`config.mk`:
```
export PLATFORM = sky130hd
export DESIGN_NAME = pipe_share_arbiter_flat
export DESIGN_NICKNAME = d
export VERILOG_FILES = /design/src/rtl/pipe_share_arbiter_if.sv /design/src/rtl/pipe_share_arbiter.sv /design/src/flat_wrapper.sv
export SDC_FILE = /design/constraint.sdc
export NUM_CORES = 1
export LEC_CHECK = 0
export BUFFER_PORTS_ARGS = -buffer_cell sky130_fd_sc_hd__buf_2
export CAP_MARGIN = 20
export CORE_MARGIN = 10
export CORE_UTILIZATION = 39
export DETAILED_ROUTE_END_ITERATION = 6
export PLACE_DENSITY = 0.75
export SLEW_MARGIN = 20
export SYNTH_ARGS = -nofsm -noshare
export SYNTH_HDL_FRONTEND = slang
export SYNTH_SLANG_ARGS = --single-unit
```
`constraint.sdc`:
```
create_clock -name clk -period 1.64 [get_ports clk]
set_input_delay 0.164 -clock clk [delete_from_list [all_inputs] [get_ports clk]]
set_output_delay 0.164 -clock clk [all_outputs]
set_load 0.05 [all_outputs]
```
`src/rtl/pipe_share_arbiter_if.sv`:
```
// Handshake bundle between requesters, the shared datapath unit and the arbiter.
// The arbiter connects through the slave modport and the requester side through master.
interface pipe_share_arbiter_if #(
  parameter int unsigned N_REQ = 4,
  parameter int unsigned SIZE  = 8
);
  logic [N_REQ-1:0]      req_valid;
  logic [N_REQ*SIZE-1:0] req_data;
  logic [N_REQ-1:0]      req_ready;
  logic                  hold;
  logic [SIZE-1:0]       unit_in_data;
  logic                  unit_in_valid;
  logic [SIZE-1:0]       unit_out_data;
  logic [N_REQ-1:0]      resp_valid;
  logic [SIZE-1:0]       resp_data;
  logic                  busy;

  modport master (
    output req_valid, req_data, hold, unit_out_data,
    input  req_ready, unit_in_data, unit_in_valid, resp_valid, resp_data, busy
  );

  modport slave (
    input  req_valid, req_data, hold, unit_out_data,
    output req_ready, unit_in_data, unit_in_valid, resp_valid, resp_data, busy
  );
endinterface

```
`src/rtl/pipe_share_arbiter.sv`:
```
// Round-robin sharing of one fixed-latency, non-reset pipelined unit among N_REQ
// requesters; a reset tag/valid shadow pipe routes each result back to its owner.
module pipe_share_arbiter #(
  parameter int unsigned N_REQ   = 4,
  parameter int unsigned SIZE    = 8,
  parameter int unsigned LATENCY = 3
) (
  input  logic                  clk,
  input  logic                  rst,
  pipe_share_arbiter_if.slave   bus
);
  localparam int unsigned IDW = (N_REQ > 1) ? $clog2(N_REQ) : 1;

  typedef struct packed {
    logic           vld;
    logic [IDW-1:0] id;
  } tag_t;

  logic [IDW-1:0]  rr_ptr_q, rr_ptr_d;
  logic [SIZE-1:0] unit_in_data_q, unit_in_data_d;
  // Stage 0 is the issue stage (aligned with unit_in_data); stages 1..LATENCY
  // track the unit's internal stages, so the last one lines up with unit_out_data.
  tag_t            tag_q [LATENCY+1];
  tag_t            tag_d [LATENCY+1];

  logic [SIZE-1:0] req_op [N_REQ];
  logic            grant_vld;
  logic [IDW-1:0]  grant_id;
  int unsigned     search_idx;

  for (genvar g = 0; g < N_REQ; g++) begin : g_op
    assign req_op[g] = bus.req_data[g*SIZE +: SIZE];
  end

  always_comb begin
    grant_vld  = 1'b0;
    grant_id   = '0;
    search_idx = 0;
    if (!rst && !bus.hold) begin
      for (int unsigned k = 0; k < N_REQ; k++) begin
        search_idx = (32'(rr_ptr_q) + k) % N_REQ;
        if (!grant_vld && bus.req_valid[search_idx]) begin
          grant_vld = 1'b1;
          grant_id  = IDW'(search_idx);
        end
      end
    end
  end

  always_comb begin
    bus.req_ready = '0;
    if (grant_vld) bus.req_ready[grant_id] = 1'b1;
  end

  // A grant is only raised for an asserted req_valid, so grant_vld is the transfer.
  always_comb begin
    rr_ptr_d       = rr_ptr_q;
    unit_in_data_d = unit_in_data_q;
    tag_d[0]       = '{vld: grant_vld, id: grant_id};
    if (grant_vld) begin
      rr_ptr_d       = (32'(grant_id) == N_REQ - 1) ? '0 : grant_id + 1'b1;
      unit_in_data_d = req_op[grant_id];
    end
    for (int unsigned k = 1; k <= LATENCY; k++) begin
      tag_d[k] = tag_q[k-1];
    end
  end

  always_ff @(posedge clk or posedge rst) begin
    if (rst) begin
      rr_ptr_q       <= '0;
      unit_in_data_q <= '0;
      for (int unsigned k = 0; k <= LATENCY; k++) begin
        tag_q[k] <= '0;
      end
    end else begin
      rr_ptr_q       <= rr_ptr_d;
      unit_in_data_q <= unit_in_data_d;
      for (int unsigned k = 0; k <= LATENCY; k++) begin
        tag_q[k] <= tag_d[k];
      end
    end
  end

  assign bus.unit_in_data  = unit_in_data_q;
  assign bus.unit_in_valid = tag_q[0].vld;
  assign bus.resp_data     = bus.unit_out_data;

  always_comb begin
    bus.resp_valid = '0;
    if (tag_q[LATENCY].vld) bus.resp_valid[tag_q[LATENCY].id] = 1'b1;
  end

  always_comb begin
    bus.busy = 1'b0;
    for (int unsigned k = 0; k <= LATENCY; k++) begin
      bus.busy = bus.busy | tag_q[k].vld;
    end
  end
endmodule

```
`src/flat_wrapper.sv`:
```
// flat-port wrapper written by rule: the top's interface ports become plain ports
module pipe_share_arbiter_flat 
#(
  parameter int unsigned N_REQ   = 4,
  parameter int unsigned SIZE    = 8,
  parameter int unsigned LATENCY = 3
)
  (clk, rst, bus_req_valid, bus_req_data, bus_hold, bus_unit_out_data, bus_req_ready, bus_unit_in_data, bus_unit_in_valid, bus_resp_valid, bus_resp_data, bus_busy);
  pipe_share_arbiter_if #(.N_REQ(N_REQ), .SIZE(SIZE)) bus_i ();
  input  logic clk;
  input  logic rst;
  input wire logic [$bits(bus_i.req_valid)-1:0] bus_req_valid;
  input wire logic [$bits(bus_i.req_data)-1:0] bus_req_data;
  input wire logic [$bits(bus_i.hold)-1:0] bus_hold;
  input wire logic [$bits(bus_i.unit_out_data)-1:0] bus_unit_out_data;
  output wire logic [$bits(bus_i.req_ready)-1:0] bus_req_ready;
  output wire logic [$bits(bus_i.unit_in_data)-1:0] bus_unit_in_data;
  output wire logic [$bits(bus_i.unit_in_valid)-1:0] bus_unit_in_valid;
  output wire logic [$bits(bus_i.resp_valid)-1:0] bus_resp_valid;
  output wire logic [$bits(bus_i.resp_data)-1:0] bus_resp_data;
  output wire logic [$bits(bus_i.busy)-1:0] bus_busy;
  assign bus_i.req_valid = bus_req_valid;
  assign bus_i.req_data = bus_req_data;
  assign bus_i.hold = bus_hold;
  assign bus_i.unit_out_data = bus_unit_out_data;
  assign bus_req_ready = bus_i.req_ready;
  assign bus_unit_in_data = bus_i.unit_in_data;
  assign bus_unit_in_valid = bus_i.unit_in_valid;
  assign bus_resp_valid = bus_i.resp_valid;
  assign bus_resp_data = bus_i.resp_data;
  assign bus_busy = bus_i.busy;
  pipe_share_arbiter #(.N_REQ(N_REQ), .SIZE(SIZE), .LATENCY(LATENCY)) u_core (.clk(clk), .rst(rst), .bus(bus_i));
endmodule
```
==> impl_metrics.csv <==
group,metric,value,unit
status,violations,"negative setup slack",
worst_setup_path,cpPeakStageDelay,450,ps
clock_network,numCtsBuffers,3,
drt,first_iter_violations,40,
grt,gr-total-overflow,0,
worst_setup_path,timing.rr.start,"u_core.rr_ptr_q[0]",
worst_setup_path,crit_chain,"nor4bb_1 -> o21ai_1 -> o211ai_1 -> buf_4 -> inv_4 -> ha_4 -> and2_4 -> buf_8",
timing,rsz0062_at_grt,"true",
floorplan,core,3100,um2
synthesis,syn_area_per_cell,11.5,um2
clock_network,clk_pin_slew,130,ps
drt,dr.pass1.iters,4,
grt,grt_max_degree,23,
min_path,holdPathStages,3,
timing,hold_viol,0,
power_and_ir_drop,powerDensity,935,nW/um2
layout,antenna_cells,0,
worst_setup_path,rrSetupSlack,-70,ps
timing,period_share,126,%
power_and_ir_drop,vdd_ir_drop_max,0.536,mV
worst_setup_path,crit_slowest_cell,"dfrtp_1",
timing,slew_headroom,81.0,%
clock_network,clkSinkCount,22,
worst_setup_path,start_kind,"flip-flop",
clock_network,clock_latency,310,ps
floorplan,die-area,6000,um2
min_path,min_to,"u_core.bus.unit_in_data[7]",
min_path,hold_class,"in2reg",
grt,grt_pass1_wl,6020,um
placed_design,placedCellCount,217,
worst_setup_path,crit_required,1480,ps
grt,grt_pass1_vias,1334,
timing,clock_skew,0.763,ps
drt,wire_per_inst,15.7,um
timing,setup_viol,12,
synthesis,yosysWarnings,0,
clock_network,cts-root-buf,"clkbuf_4",
timing,maxSlewViolCount,0,
job,drv_cap,0,
min_path,min_from,"bus_req_data[7]",
floorplan,die_w,77.5,um
synthesis,syn_inst,112,
placed_design,dp_hpwl,2910,um
clock_network,htreeDepth,1,
timing,min_period,2060,ps
synthesis,ys_seq_elements,22,
layout,drive_above_1_share,62.1,%
worst_setup_path,path_max_fanout,5,
drt,post-route-drc-count,0,
synthesis,synth.cell_area,1290,um2
synthesis,ys_types,31,
timing,timing.fmax,0.485,GHz
floorplan,start_util,41.5,%
floorplan,die_h,77.5,um
layout,post-route-util,60.6,%
layout,final_cell_mix,"buf_2 (51), dfrtp_1 (21), buf_4 (17)",
layout,final_common_cell,"buf_2",
power_and_ir_drop,power_leakage,0.934,nW
floorplan,io_pins,73,
clock_network,cts_tree,"yes",
drt,vias,1105,
clock_network,clockBufferDepth,2,
synthesis,synth_fp_nets,163,
placed_design,port_buffers,56,
layout,area_delta_synth_final,46.2,%
layout,instances_no_fill,226,
placed_design,gp_congestion,0.781,
drt,wirelength,3540,um
worst_setup_path,crit_arrival,1900,ps
floorplan,rows,20,
drt,antenna_left,0,
grt,antenna_found_initial,0,
synthesis,yosysSeqAreaShare,42.8,%
worst_setup_path,critPathCaptureType,"output port",
timing,worst_pin_slew,285,ps
layout,final_nets,234,
worst_setup_path,path_class,"reg2out",
grt,grt_usage,11.8,%
drt,vias_per_cell,4.89,
timing,worst_slack,-424,ps
status,status,"complete, but fails checks",
worst_setup_path,timing.rr.end,"u_core.bus.unit_in_data[4]",
worst_setup_path,rr_worst_depth,8,
==> routing by layer <==
metal  share of wire, %  track usage [%]  vias to the layer above
li1                   -                -                      528
met1                 41             13.0                      517
met3                8.9             4.61                        0
met4                  0             2.55                        0
met5                  0                0                        -
met2                 50             20.9                       60
==> Yosys cell counts (all sizes together) <==
| cell type | n | area share, % |
|---|---|---|
| dfrtp | 22 | 43 |
| mux2i | 17 | 13 |
| buf | 12 | 7.9 |
| nand2 | 12 | 4.1 |
| o221ai | 8 | 9.3 |
| nor2 | 7 | 2.2 |
| inv | 5 | 1.5 |
| and2 | 4 | 1.9 |
| ha | 4 | 3.9 |
| a21oi | 2 | 1.1 |
| nand2b | 2 | 0.97 |
| nand3b | 2 | 1.2 |
| nor3b | 2 | 1.6 |
| o21ai | 2 | 0.78 |
| a211o | 1 | 0.68 |
| a221oi | 1 | 0.68 |
| and3 | 1 | 0.49 |
| and3b | 1 | 0.68 |
| and4bb | 1 | 0.97 |
| clkinv | 1 | 0.39 |
| nor3 | 1 | 1.3 |
| nor4bb | 1 | 0.78 |
| o211ai | 1 | 0.58 |
| o21bai | 1 | 0.58 |
| or4 | 1 | 0.58 |
==> kinds of logic after synthesis <==
family                     share of synthesized area [%]
buffers and inverters                               9.72
and+or+nand+nor                                     16.7
adders and majority gates                           3.89
DFF                                                 42.8
muxes                                               13.2
AOI/OAI and AO/OA                                   13.7
==> sequential cells by signal (all words and copies together) (netlist names) <==
| register | cells |
|---|---|
| u_core.bus.unit_in_data | 8 |
| u_core.bus.unit_in_valid | 1 |
| u_core.rr_ptr_q | 2 |
| u_core.tag_d | 8 |
| u_core.tag_q | 3 |
==> worst max path at each step <==
stage | to | start
3_3_place_gp | bus_req_ready[0] | u_core.rr_ptr_q[1]
6_report | bus_req_ready[2] | u_core.rr_ptr_q[0]
2_1_floorplan | bus_req_ready[2] | u_core.rr_ptr_q[0]
4_1_cts | bus_req_ready[2] | u_core.rr_ptr_q[1]
3_5_place_dp | bus_req_ready[0] | u_core.rr_ptr_q[1]
5_1_grt | bus_req_ready[1] | u_core.rr_ptr_q[0]
==> worst max-delay path: cells and delay by family, from the launching register on <==
family | cells | cell delay [ps]
AO/OA/AOI/OAI | 2 | 220
AND/OR/NAND/NOR | 2 | 400
flip-flops | 1 | 450
adder cells (fa/ha/maj) | 1 | 140
buffers and inverters | 3 | 370
==> report_power, final <==
part           internal, W  switching, W  leakage [nW]  total, W
registers         0.000613     0.0000475         0.279  0.000661
clock network     0.000247      0.000176        0.0279  0.000423
logic             0.000266      0.000409         0.627  0.000675
total              0.00113      0.000633         0.934   0.00176
==> per-stage QoR <==
stage                     hold WS, ps  total power [W]  setup WS [ps]  area (um2)  setup TNS [ps]
after global placement            228          0.00128           -226        1700           -1260
after global routing              158          0.00184           -505        1880           -3100
after floorplan                   153          0.00116          -72.3        1330            -279
after CTS                         162          0.00176           -399        1860           -2090
after detailed placement          260          0.00130           -365        1700           -3290
final                             166          0.00176           -424        1880           -2210
==> layout make-up <==
class,count,area [um2]
Tap cell,44,55.1
Sequential cell,22,552
Fill cell,260,1220
Inverter,6,26.3
Clock buffer,3,22.5
Multi-Input combinational cell,72,686
Timing Repair Buffer,78,510
Clock inverter,1,30.0
==> what timing repair did <==
| item | CTS | global route |
|---|---|---|
| buffers inserted | 3 | 1 |
| hold buffers | 1 | 0 |
| resized for setup | 20 | 5 |
| pin swaps | 4 | 3 |
| hold endpoints to repair | 22 | 0 |
| setup endpoints to repair | 14 | 14 |
Note: power is estimated with default switching activity, not from simulation.
